<file path="config.mk">
export PLATFORM = sky130hd
export DESIGN_NAME = multicycle_control
export DESIGN_NICKNAME = d
export VERILOG_FILES = /design/src/rtl/multicycle_control.sv
export SDC_FILE = /design/constraint.sdc
export NUM_CORES = 1
export LEC_CHECK = 0
export BUFFER_PORTS_ARGS = -buffer_cell sky130_fd_sc_hd__buf_2
export CORE_MARGIN = 5
export CORE_UTILIZATION = 49
export DETAILED_ROUTE_END_ITERATION = 6
export PLACE_DENSITY_LB_ADDON = 0.05
export SYNTH_ARGS = -nofsm -noshare
export SYNTH_HDL_FRONTEND = slang
export SYNTH_SLANG_ARGS = --single-unit
export TNS_END_PERCENT = 20
</file>
<file path="constraint.sdc">
create_clock -name clock -period 2.4 [get_ports clock]
set_clock_uncertainty 0.05 [all_clocks]
set_input_delay 0.12 -clock clock [delete_from_list [all_inputs] [get_ports clock]]
set_output_delay 0.12 -clock clock [all_outputs]
set_load 0.02 [all_outputs]
</file>
<file path="src/rtl/multicycle_control.sv">
// Multi-cycle MIPS-subset control FSM: FETCH/DECODE/EXEC/MEM/WB sequencing,
// req/ack memory handshake with timeout, sticky illegal-opcode and fault flags.
module multicycle_control #(
  parameter int TO_W        = 4,
  parameter int MEM_TIMEOUT = 12,
  parameter bit IMM_ALU     = 1'b1
) (
  input  logic       clock,
  input  logic       reset,
  input  logic [5:0] op,
  input  logic [5:0] fn,
  input  logic       mem_ack,
  output logic       mem_req,
  output logic       mem_we,
  output logic       ir_load,
  output logic       pc_inc,
  output logic       pc_write,
  output logic       writereg,
  output logic [2:0] selwsource,
  output logic [1:0] selregdest,
  output logic       selimregb,
  output logic       selalushift,
  output logic [2:0] aluop,
  output logic [1:0] shiftop,
  output logic [1:0] selbrjumpz,
  output logic [1:0] selpctype,
  output logic [2:0] compop,
  output logic       unsig,
  output logic       busy,
  output logic       illegal,
  output logic       fault,
  output logic [3:0] state
);

  typedef enum logic [3:0] {
    S_FETCH  = 4'd0,
    S_FWAIT  = 4'd1,
    S_DECODE = 4'd2,
    S_EXEC   = 4'd3,
    S_MEMRD  = 4'd4,
    S_MEMWR  = 4'd5,
    S_WB     = 4'd6,
    S_BRANCH = 4'd7,
    S_HALT   = 4'd8
  } state_t;

  typedef enum logic [2:0] {
    K_ALU, K_LW, K_SW, K_BR, K_BAD
  } kind_t;

  typedef struct packed {
    logic [2:0] selwsource;
    logic [1:0] selregdest;
    logic       selimregb;
    logic       selalushift;
    logic [2:0] aluop;
    logic [1:0] shiftop;
    logic [1:0] selbrjumpz;
    logic [1:0] selpctype;
    logic [2:0] compop;
    logic       unsig;
  } ctrl_t;

  localparam logic [TO_W-1:0] LIMIT = TO_W'(MEM_TIMEOUT - 1);

  state_t          st, nst;
  logic [TO_W-1:0] cnt, cnt_n;
  logic [5:0]      dop, dfn, dop_q, dfn_q;
  logic            ill_n, flt_n;
  kind_t           kind;
  ctrl_t           c, ctl_q;

  // Live IR fields in DECODE, latched copy for the rest of the instruction
  assign dop = (st == S_DECODE) ? op : dop_q;
  assign dfn = (st == S_DECODE) ? fn : dfn_q;

  always_comb begin
    c    = '0;
    kind = K_BAD;
    unique case (dop)
      6'b000000: begin
        kind         = K_ALU;
        c.selregdest = 2'b01;
        unique case (dfn)
          6'b000100: begin c.selalushift = 1'b1; c.shiftop = 2'b10; end
          6'b000110: begin c.selalushift = 1'b1; c.shiftop = 2'b00; end
          6'b000111: begin c.selalushift = 1'b1; c.shiftop = 2'b01; end
          6'b001000: begin
            kind         = K_BR;
            c.selregdest = 2'b00;
            c.selbrjumpz = 2'b01;
            c.selpctype  = 2'b01;
          end
          6'b100000: c.aluop = 3'b010;
          6'b100001: begin c.aluop = 3'b010; c.unsig = 1'b1; end
          6'b100010: c.aluop = 3'b110;
          6'b100011: begin c.aluop = 3'b110; c.unsig = 1'b1; end
          6'b100100: c.aluop = 3'b000;
          6'b100101: c.aluop = 3'b001;
          6'b100110: c.aluop = 3'b101;
          6'b100111: c.aluop = 3'b100;
          default: begin kind = K_BAD; c = '0; end
        endcase
      end
      6'b000010: begin
        kind         = K_BR;
        c.selbrjumpz = 2'b01;
        c.selpctype  = 2'b10;
      end
      6'b000100, 6'b000101, 6'b000110, 6'b000111: begin
        kind         = K_BR;
        c.selbrjumpz = 2'b10;
        unique case (dop[1:0])
          2'b00:   c.compop = 3'b000;
          2'b01:   c.compop = 3'b101;
          2'b10:   c.compop = 3'b010;
          default: c.compop = 3'b011;
        endcase
      end
      6'b001000, 6'b001001, 6'b001100, 6'b001101, 6'b001110: begin
        if (IMM_ALU) begin
          kind        = K_ALU;
          c.selimregb = 1'b1;
          c.unsig     = (dop == 6'b001001);
          unique case (dop[2:0])
            3'b100:  c.aluop = 3'b000;
            3'b101:  c.aluop = 3'b001;
            3'b110:  c.aluop = 3'b101;
            default: c.aluop = 3'b010;
          endcase
        end
      end
      6'b100011: begin
        kind         = K_LW;
        c.aluop      = 3'b010;
        c.selimregb  = 1'b1;
        c.selwsource = 3'b001;
      end
      6'b101011: begin
        kind        = K_SW;
        c.aluop     = 3'b010;
        c.selimregb = 1'b1;
      end
      default: kind = K_BAD;
    endcase
  end

  always_comb begin
    nst   = st;
    cnt_n = '0;
    ill_n = illegal;
    flt_n = fault;
    unique case (st)
      // mem_req is issued on entry, so an idle FETCH after reset waits a cycle
      S_FETCH: if (mem_req) nst = S_FWAIT;
      S_FWAIT, S_MEMRD, S_MEMWR: begin
        if (mem_ack) begin
          if (st == S_FWAIT)      nst = S_DECODE;
          else if (st == S_MEMRD) nst = S_WB;
          else                    nst = S_FETCH;
        end else if (cnt == LIMIT) begin
          nst   = S_HALT;
          flt_n = 1'b1;
        end else begin
          cnt_n = cnt + 1'b1;
        end
      end
      S_DECODE: begin
        if (kind == K_BAD) begin
          nst   = S_HALT;
          ill_n = 1'b1;
        end else if (kind == K_BR) begin
          nst = S_BRANCH;
        end else begin
          nst = S_EXEC;
        end
      end
      S_EXEC: begin
        if (kind == K_LW)      nst = S_MEMRD;
        else if (kind == K_SW) nst = S_MEMWR;
        else                   nst = S_WB;
      end
      S_WB, S_BRANCH: nst = S_FETCH;
      default: nst = S_HALT;
    endcase
  end

  always_ff @(posedge clock or posedge reset) begin
    if (reset) begin
      st       <= S_FETCH;
      cnt      <= '0;
      dop_q    <= '0;
      dfn_q    <= '0;
      illegal  <= 1'b0;
      fault    <= 1'b0;
      mem_req  <= 1'b0;
      mem_we   <= 1'b0;
      pc_write <= 1'b0;
      writereg <= 1'b0;
      busy     <= 1'b0;
      ctl_q    <= '0;
    end else begin
      st       <= nst;
      cnt      <= cnt_n;
      dop_q    <= dop;
      dfn_q    <= dfn;
      illegal  <= ill_n;
      fault    <= flt_n;
      mem_req  <= nst inside {S_FETCH, S_FWAIT, S_MEMRD, S_MEMWR};
      mem_we   <= (nst == S_MEMWR);
      pc_write <= (nst == S_BRANCH);
      writereg <= (nst == S_WB);
      busy     <= (nst != S_FETCH);
      ctl_q    <= (nst inside {S_EXEC, S_MEMRD, S_MEMWR, S_WB, S_BRANCH})
                  ? c : '0;
    end
  end

  // IR/PC strobes coincide with the ack so the IR captures the data while valid
  assign ir_load     = (st == S_FWAIT) && mem_ack;
  assign pc_inc      = (st == S_FWAIT) && mem_ack;
  assign state       = st;
  assign selwsource  = ctl_q.selwsource;
  assign selregdest  = ctl_q.selregdest;
  assign selimregb   = ctl_q.selimregb;
  assign selalushift = ctl_q.selalushift;
  assign aluop       = ctl_q.aluop;
  assign shiftop     = ctl_q.shiftop;
  assign selbrjumpz  = ctl_q.selbrjumpz;
  assign selpctype   = ctl_q.selpctype;
  assign compop      = ctl_q.compop;
  assign unsig       = ctl_q.unsig;

endmodule

</file>
==> results.ini <==
[status]
status = finished clean

[global_route]
grt_overflow_total = 0
antenna_found_initial = 0
grt_max_degree = 31
grt_pass1_wl_um = 8949
grt_pass1_vias = 1824
gr-usage-all-layers_pct = 18.68

[clocking]
cts_made_buffers = 5
cts_max_path_buffers = 2
htreeDepth = 2
tritoncts = built
clk_latency_ps = 310
postCtsSetupRepairBufs = 0
path_clk_slew_ps = 90
cts_sinks = 44
root_buffer = clkbuf_8

[power]
max-vdd-ir-drop_uv = 537.4
cellLeakagePower_nw = 1.380
power_w = 0.002591
p_clk_share_pct = 23.0
p_per_area_nw_per_um2 = 894.0
internal-power_w = 0.001612
p_sw_w = 0.0009790
p_sw_share_pct = 37.79
pwr-share-comb_pct = 37.0
power_frac_seq_pct = 40.0

[floorplanning]
ioPinCount = 48
coreArea_um2 = 4414
die_w_um = 77.72
rows = 24
dieArea_um2 = 6040
fp.dieH_um = 77.72
start_util_pct = 50.91

[drt]
routedWlPerCell_um = 15.99
wl_met2_um = 2591
wl_met3_um = 288
wirelength_um = 5531
drc_errors = 0
routed.top_layer = met4
dr.pass1.iters = 4
ant_nets = 0
via_per_inst = 5.491
drtIter0Drc = 142
num_vias = 1900
wl_met1_um = 2593

[final_layout]
fin_nets = 309
area_delta_synth_final_pct = 28.95
fillers = 368
n_antenna_cell = 0
fin_area_um2 = 2898
drive_above_1_share_pct = 34.35
seq_area_um2 = 1105
final_util_pct = 65.65
multi_input_area_um2 = 1157

[setup_path]
critical_path_required_ps = 2530
crit_fanout = 5
worstPathArrival_ps = 2490
crit_type = flip-flop to flip-flop
critPathLaunch = dop_q[3]$_DFF_PP0_
rrSetupSlack_ps = 40
endpoint_kind = flip-flop
worstRegToRegCells = 6
reg2reg_from = dop_q[3]$_DFF_PP0_
cp-endpoint = aluop[1]$_DFF_PP0_
r2r_end = aluop[1]$_DFF_PP0_
start_kind = flip-flop

[synthesis]
avgSynthCellArea_um2 = 9.813
synth_mux_area_share_pct = 2.283
yosysWarnings = 0
synth_edf_count = 0
synth_ff_type = dfrtp_1
yosys.area.top_type = dfrtp_1
synth_compound_area_share_pct = 12.58
async_flop_share_pct = 100.0
synth_top_family_by_area = simple AND/OR/NAND/NOR gates
netlist_area_um2 = 2247
yosysMostFrequentCell = dfrtp_1
yosysUniqueCellTypes = 55
yosysSeqAreaShare_pct = 49.00
ys_top_cells_by_count = dfrtp_1, nand2_1, nor2_1, inv_1, nor3_1
synth_area_leaders = dfrtp_1, nand2_1, nor2_1
ys_ff_latch = 44
postSynthCellCount = 229
synthAdderAreaFrac_pct = 0.5568
synth_xor_area_share_pct = 1.949
netlist.area_leader.share_pct = 49.00
synth-simple-area-share_pct = 27.90

[place]
port_buffers = 44
dpl-instance-area_um2 = 2648
dp.final_hpwl_um = 4024
gp_congestion = 0.8832

[timing]
worst-slew-pin-transition_ps = 585.7
fin_crit_sh_pct = 98.33
final_hold_viol_count = 0
clock.fmax_mhz = 423.8
min_period_ps = 2360
grt_setup_unrepaired = yes
fin_setup_tns_ps = 0
drv_slew = 0
whs_ps = 5.203
slew_headroom_pct = 60.60
setup_violations = 0

[job]
maxCapViolCount = 0

[worst_hold_path]
hold_path_class = primary input to flip-flop

==> timing repair <==
item                                    CTS  global route
endpoints found under the setup margin    4            14
resized for setup                         4            17
hold buffers                              2             0
gates cloned                              0             1
hold endpoints to repair                 17             0
pin swaps                                 0             7
==> state kept, by name, indices dropped and copies added, names as in the netlist <==
| name | flops |
|---|---|
| aluop | 3 |
| selalushift | 1 |
| unsig | 1 |
| selregdest | 1 |
| compop | 3 |
| selbrjumpz | 2 |
| shiftop | 2 |
| selwsource | 1 |
| dop_q | 6 |
| selimregb | 1 |
| dfn_q | 6 |
| illegal | 1 |
| state | 4 |
| busy | 1 |
| mem_req | 1 |
| cnt | 4 |
| writereg | 1 |
| pc_write | 1 |
| selpctype | 2 |
| mem_we | 1 |
| fault | 1 |
==> stage by stage <==
stage | std cells | setup slack (ps)
global placement | 335 | 24.21
floorplan | 231 | -70.27
detailed placement | 335 | -49.92
CTS | 345 | 5.597
finish | 346 | 40.17
global route | 346 | -43.56
==> cell usage in the layout, fill, tap and decap left out, types with 4 or more instances in the layout <==
| master | n |
|---|---|
| dfrtp_1 | 41 |
| buf_2 | 44 |
| o21ai_0 | 4 |
| clkbuf_8 | 5 |
| a21oi_1 | 7 |
| inv_1 | 8 |
| nor3b_1 | 4 |
| nand3b_1 | 4 |
| nand2b_1 | 7 |
| nand4b_1 | 4 |
| buf_4 | 20 |
| nor4_1 | 4 |
| nand2_1 | 35 |
| mux2i_1 | 4 |
| nor3_1 | 7 |
| nor2_1 | 18 |
==> power by group through the flow <==
stage | clock network (W) | logic, W | registers (W)
floorplan | 0 | 0.000551 | 0.00108
global placement | 0 | 0.000909 | 0.00103
detailed placement | 0 | 0.000911 | 0.00103
CTS | 0.000600 | 0.000930 | 0.00102
global route | 0.000636 | 0.00104 | 0.00105
finish | 0.000595 | 0.000959 | 0.00104
==> cell type report <==
class	count	area share (%)
multi-input cells	165	39.94
flip-flops and latches	44	38.13
repair buffers	68	14.55
clock buffers	5	2.375
well taps	52	2.245
clock inverters	3	1.598
inverters	9	1.166
==> worst max-delay path: stages, from the launching register on <==
cell and delay [ps]:
dfrtp_1 410, or3_4 400, or4_4 440, o21a_1 210
o31ai_4 400, and2_4 260, a21oi_1 60
==> logic make-up (layout without fill, tap and decap cells) <==
logic type / count (synthesis) / after routing
buffers and inverters: 23 / 85
multiplexers: 5 / 5
XOR/XNOR: 5 / 5
flip-flops: 44 / 44
other: 1 / 3
adder cells (fa/ha/maj): 1 / 1
AO/OA/AOI/OAI: 39 / 39
AND/OR/NAND/NOR: 111 / 112
==> how the worst min path moves through the flow <==
stage	from	endpoint	cells past startpoint
detailed placement	reset	cnt[2]$_DFF_PP0_	2
finish	fn[3]	dfn_q[3]$_DFF_PP0_	3
global placement	reset	cnt[2]$_DFF_PP0_	2
CTS	fn[3]	dfn_q[3]$_DFF_PP0_	3
global route	fn[3]	dfn_q[3]$_DFF_PP0_	3
floorplan	fn[3]	dfn_q[3]$_DFF_PP0_	2
==> layer usage <==
layer  vias up  GRT usage (%)
li1        925              -
met1       918          25.82
met2        51          29.80
met3         6          3.588
met4         0          5.498
met5         -              0
Note: power is estimated with default switching activity, not from simulation.
